### src/rtl/demux_1_4_reg.sv
// Registered 1-to-4 demultiplexer.
// x is steered to y[{s1,s0}] and every other output is cleared. vld carries a
// one-hot copy of the select, so a routed zero can be told apart from an
// unselected channel. Each output channel is its own small register lane.

// One output channel: loads x when hit, loads zero otherwise, and holds when en=0.
module demux_1_4_lane #(
  parameter int WIDTH = 1
) (
  input  logic             clk,
  input  logic             rst_n,
  input  logic             en,
  input  logic             hit,
  input  logic [WIDTH-1:0] x,
  output logic [WIDTH-1:0] y,
  output logic             v
);

  // Channel register: clears asynchronously, updates only on enabled edges.
  always_ff @(posedge clk or negedge rst_n) begin
    if (!rst_n) begin
      y <= '0;
      v <= 1'b0;
    end else if (en) begin
      y <= hit ? x : '0;
      v <= hit;
    end
  end

endmodule

module demux_1_4_reg #(
  parameter int WIDTH = 1
) (
  input  logic             clk,
  input  logic             rst_n,
  input  logic             en,
  input  logic             s0,
  input  logic             s1,
  input  logic [WIDTH-1:0] x,
  output logic [WIDTH-1:0] y0,
  output logic [WIDTH-1:0] y1,
  output logic [WIDTH-1:0] y2,
  output logic [WIDTH-1:0] y3,
  output logic [3:0]       vld
);

  localparam int NUM_LANES = 4;

  logic [1:0]                       sel;
  logic [NUM_LANES-1:0]             hit;
  logic [NUM_LANES-1:0][WIDTH-1:0]  y_lane;
  logic [NUM_LANES-1:0]             v_lane;

  assign sel = {s1, s0};

  // Exactly one lane sees hit, so at most one output can ever be nonzero.
  for (genvar k = 0; k < NUM_LANES; k++) begin : g_lane
    assign hit[k] = (sel == 2'(k));

    demux_1_4_lane #(.WIDTH(WIDTH)) u_lane (
      .clk   (clk),
      .rst_n (rst_n),
      .en    (en),
      .hit   (hit[k]),
      .x     (x),
      .y     (y_lane[k]),
      .v     (v_lane[k])
    );
  end

  assign y0  = y_lane[0];
  assign y1  = y_lane[1];
  assign y2  = y_lane[2];
  assign y3  = y_lane[3];
  assign vld = v_lane;

endmodule

### config.mk
export PLATFORM = sky130hd
export DESIGN_NAME = demux_1_4_reg
export DESIGN_NICKNAME = d
export VERILOG_FILES = /design/src/rtl/demux_1_4_reg.sv
export SDC_FILE = /design/constraint.sdc
export NUM_CORES = 1
export LEC_CHECK = 0
export ABC_CLOCK_PERIOD_IN_PS = 1200
export BUFFER_PORTS_ARGS = -buffer_cell sky130_fd_sc_hd__buf_2
export CORE_AREA = 3 3 40 42
export DETAILED_ROUTE_END_ITERATION = 10
export DIE_AREA = 0 0 43 45
export GPL_TIMING_DRIVEN = 0
export HOLD_SLACK_MARGIN = 0.03
export PLACE_DENSITY = 0.46
export SETUP_SLACK_MARGIN = 0.5
export SYNTH_ARGS = -nofsm -noshare
export SYNTH_HDL_FRONTEND = slang
export SYNTH_SLANG_ARGS = --single-unit
### constraint.sdc
create_clock -name clk -period 1.2 [get_ports clk]
set_clock_uncertainty 0.1 [all_clocks]
set_input_delay 0.06 -clock clk [delete_from_list [all_inputs] [get_ports clk]]
set_output_delay 0.06 -clock clk [all_outputs]
set_load 0.05 [all_outputs]
==> impl_metrics.json <==
{
  "num_antenna_cells": 0,
  "grt_usage_pct": 9.773,
  "vias_per_cell": 4.672,
  "placed_area_sq_um": 460.4,
  "clock-root-buffer": "clkbuf_4",
  "crit_slowest_cell": "dfrtp_1",
  "crit_family": "flip-flops",
  "drc": 0,
  "grt_pass1_vias": 292,
  "cts_made_buffers": 3,
  "hold_viol_final": 3,
  "violations": "negative hold slack",
  "path_max_fanout": 2,
  "synth-seq-cells": 8,
  "nets": 60,
  "internal_power_mw": 0.5080,
  "worst_ep_required_time_ns": 1.04,
  "grt_pass1_wl_mm": 1.324,
  "synth.net_count": 39,
  "period_needed_ns": 1.060,
  "fp.dieArea_sq_um": 1935,
  "cellLeakagePower_nw": 0.2988,
  "clkLatencyLatePin_ns": 0.26,
  "drt_wl_total_um": 807,
  "postSynthCellCount": 33,
  "layout_setup_ws_ns": 0.1404,
  "r2r-start": "g_lane[2].u_lane.v",
  "worstPathArrival_ns": 0.90,
  "htreeDepth": 1,
  "worst_slew_pin_slew_ns": 0.2061,
  "grt_max_degree": 11,
  "via_count": 313,
  "grt_use_met2_pct": 14.07,
  "start_util_pct": 28.92,
  "ff2ff_setup_slack_ns": 0.24,
  "critPathBufInv": 2,
  "status": "finished, violations left",
  "p_clk_share_pct": 28.0,
  "layout_commonest_cell": "buf_6",
  "cp-end-kind": "output pin",
  "synth_area_sq_um": 371.6,
  "die_width_um": 43,
  "holdBufCountCts": 1,
  "p_switching_mw": 0.2253,
  "power_mw": 0.7333,
  "mostFrequentLayoutCells": "buf_6, buf_2",
  "reg2reg_to": "g_lane[2].u_lane.v",
  "syn2layout_area_growth_pct": 66.33,
  "peakVddDrop_v": 0.0005038,
  "path_clk_slew_ns": 0.05,
  "core-area_sq_um": 1285,
  "place_ws_ns": 0.2678,
  "syn_area_per_cell_sq_um": 11.26,
  "io_buffers": 13,
  "first_iter_violations": 2,
  "core.rowCount": 13,
  "grt_use_met3_pct": 2.390,
  "cp_cell_sequence": "buf_6, buf_8",
  "dpl.hpwl_um": 565.2,
  "cts_tree": "done",
  "drt_pre_antenna_iters": 3,
  "period_share_pct": 88.30,
  "postRouteAntennaNets": 0,
  "cp_slowest_stage_delay_ns": 0.39,
  "synth_cell_type_count": 12,
  "ys.warnings.count": 0,
  "hold_path.class": "input pin to flop",
  "fin_area_sq_um": 618.1,
  "fmax_ghz": 0.9437,
  "whs_ns": -0.01292,
  "switching_share_pct": 30.73,
  "grt-ovfl-total": 0,
  "worst_setup_path_start_kind": "flop",
  "setup_viol": 0,
  "wl_per_cell_um": 12.04,
  "busiest_layer": "met2",
  "drive_gt1_share_pct": 73.08,
  "criticalPathCategory": "flop to output pin",
  "reg2reg_depth": 2,
  "cp_num_cells": 2,
  "powerDensity_nw_per_um2": 1186,
  "gp_congestion": 0.7276,
  "crit_start": "g_lane[2].u_lane.v",
  "fin_tns_setup_ns": 0,
  "clock-sinks": 8,
  "cts_max_path_buffers": 2,
  "p_comb_share_pct": 30.4,
  "maxSlewViolCount": 0,
  "power_frac_seq_pct": 41.6,
  "rsz0062_at_grt": "yes",
  "setup.worst_path.end": "vld[2]",
  "grt_use_met1_pct": 11.22,
  "ios": 14,
  "slew_headroom_pct": 86.22,
  "cap_violations": 0,
  "antenna_found_initial": 0,
  "synth-seq-area-share_pct": 53.87,
  "die_y_um": 45
}
[cells by family after synthesis]
kind of cell,count (synthesis),share of synthesized area [%]
multiplexers,1,3.030
flip-flops,8,53.87
AO/OA/AOI/OAI,7,15.49
buffers and inverters,12,18.18
AND/OR/NAND/NOR,5,9.424
[flip-flops by register name, summed over array words and instances (netlist names)]
| signal | cells |
|---|---|
| g_lane.u_lane.v | 4 |
| g_lane.u_lane.y | 4 |
[synthesized netlist by cell type, drive strengths merged]
master | count | area [sq um]
nand3 | 1 | 5.000
o32ai | 4 | 35.03
dfrtp | 8 | 200.2
nand2 | 1 | 11.26
mux2 | 1 | 11.26
o21ai | 1 | 5.000
and2b | 2 | 15.01
nor2 | 1 | 3.750
inv | 7 | 26.28
a31o | 2 | 17.52
buf | 5 | 41.29
[per-layer routing]
| layer | wire (um) | part of all wire (%) | vias up |
|---|---|---|---|
| met2 | 383 | 47 | 9 |
| met5 | 0 | 0 | - |
| met3 | 42 | 5.2 | 5 |
| li1 | - | - | 147 |
| met1 | 343 | 43 | 152 |
| met4 | 38 | 4.7 | 0 |
[worst min path at each step]
stage,from,endpoint,slack (ns),depth (start not counted)
final,s1,g_lane[0].u_lane.y,-0.01,2
after global routing,s1,g_lane[1].u_lane.y,-0.01,2
after CTS,s0,g_lane[0].u_lane.y,-0.03,2
after detailed placement,rst_n,g_lane[3].u_lane.v,-0.19,1
after global placement,rst_n,g_lane[3].u_lane.v,-0.19,1
after floorplan,rst_n,g_lane[0].u_lane.v,-0.34,0
[power groups by stage]
stage	sequential, mW	clock [mW]	combinational [mW]
after global routing	0.306	0.236	0.236
after global placement	0.302	0	0.160
after detailed placement	0.303	0	0.162
after floorplan	0.330	0	0.0912
final	0.305	0.205	0.223
after CTS	0.304	0.217	0.211
[what timing repair did]
action / 4_1_cts / 5_1_grt
hold endpoints to repair: 14 / 5
gates resized for setup: 29 / 5
buffers inserted: 0 / 2
endpoints found under the setup margin: 16 / 16
[through the flow]
| stage | utilization, % | hold slack (ns) | instances |
|---|---|---|---|
| 2_1_floorplan | - | -0.3356 | 33 |
| 3_3_place_gp | 35.83 | -0.1915 | 61 |
| 3_5_place_dp | 35.83 | -0.1873 | 61 |
| 4_1_cts | 45.18 | -0.02958 | 65 |
| 5_1_grt | 48.10 | -0.01349 | 67 |
| 6_report | 48.10 | -0.01292 | 67 |
[final cells by class]
cell class	count	area (sq um)
fill	119	666.9
sequential	8	205.2
timing repair buffer	16	162.7
multi-input combinational	13	126.4
buffer	5	56.30
inverter	7	26.28
clock buffer	3	22.52
tap	15	18.77
No activity file was read; power rests on OpenSTA's default activity.
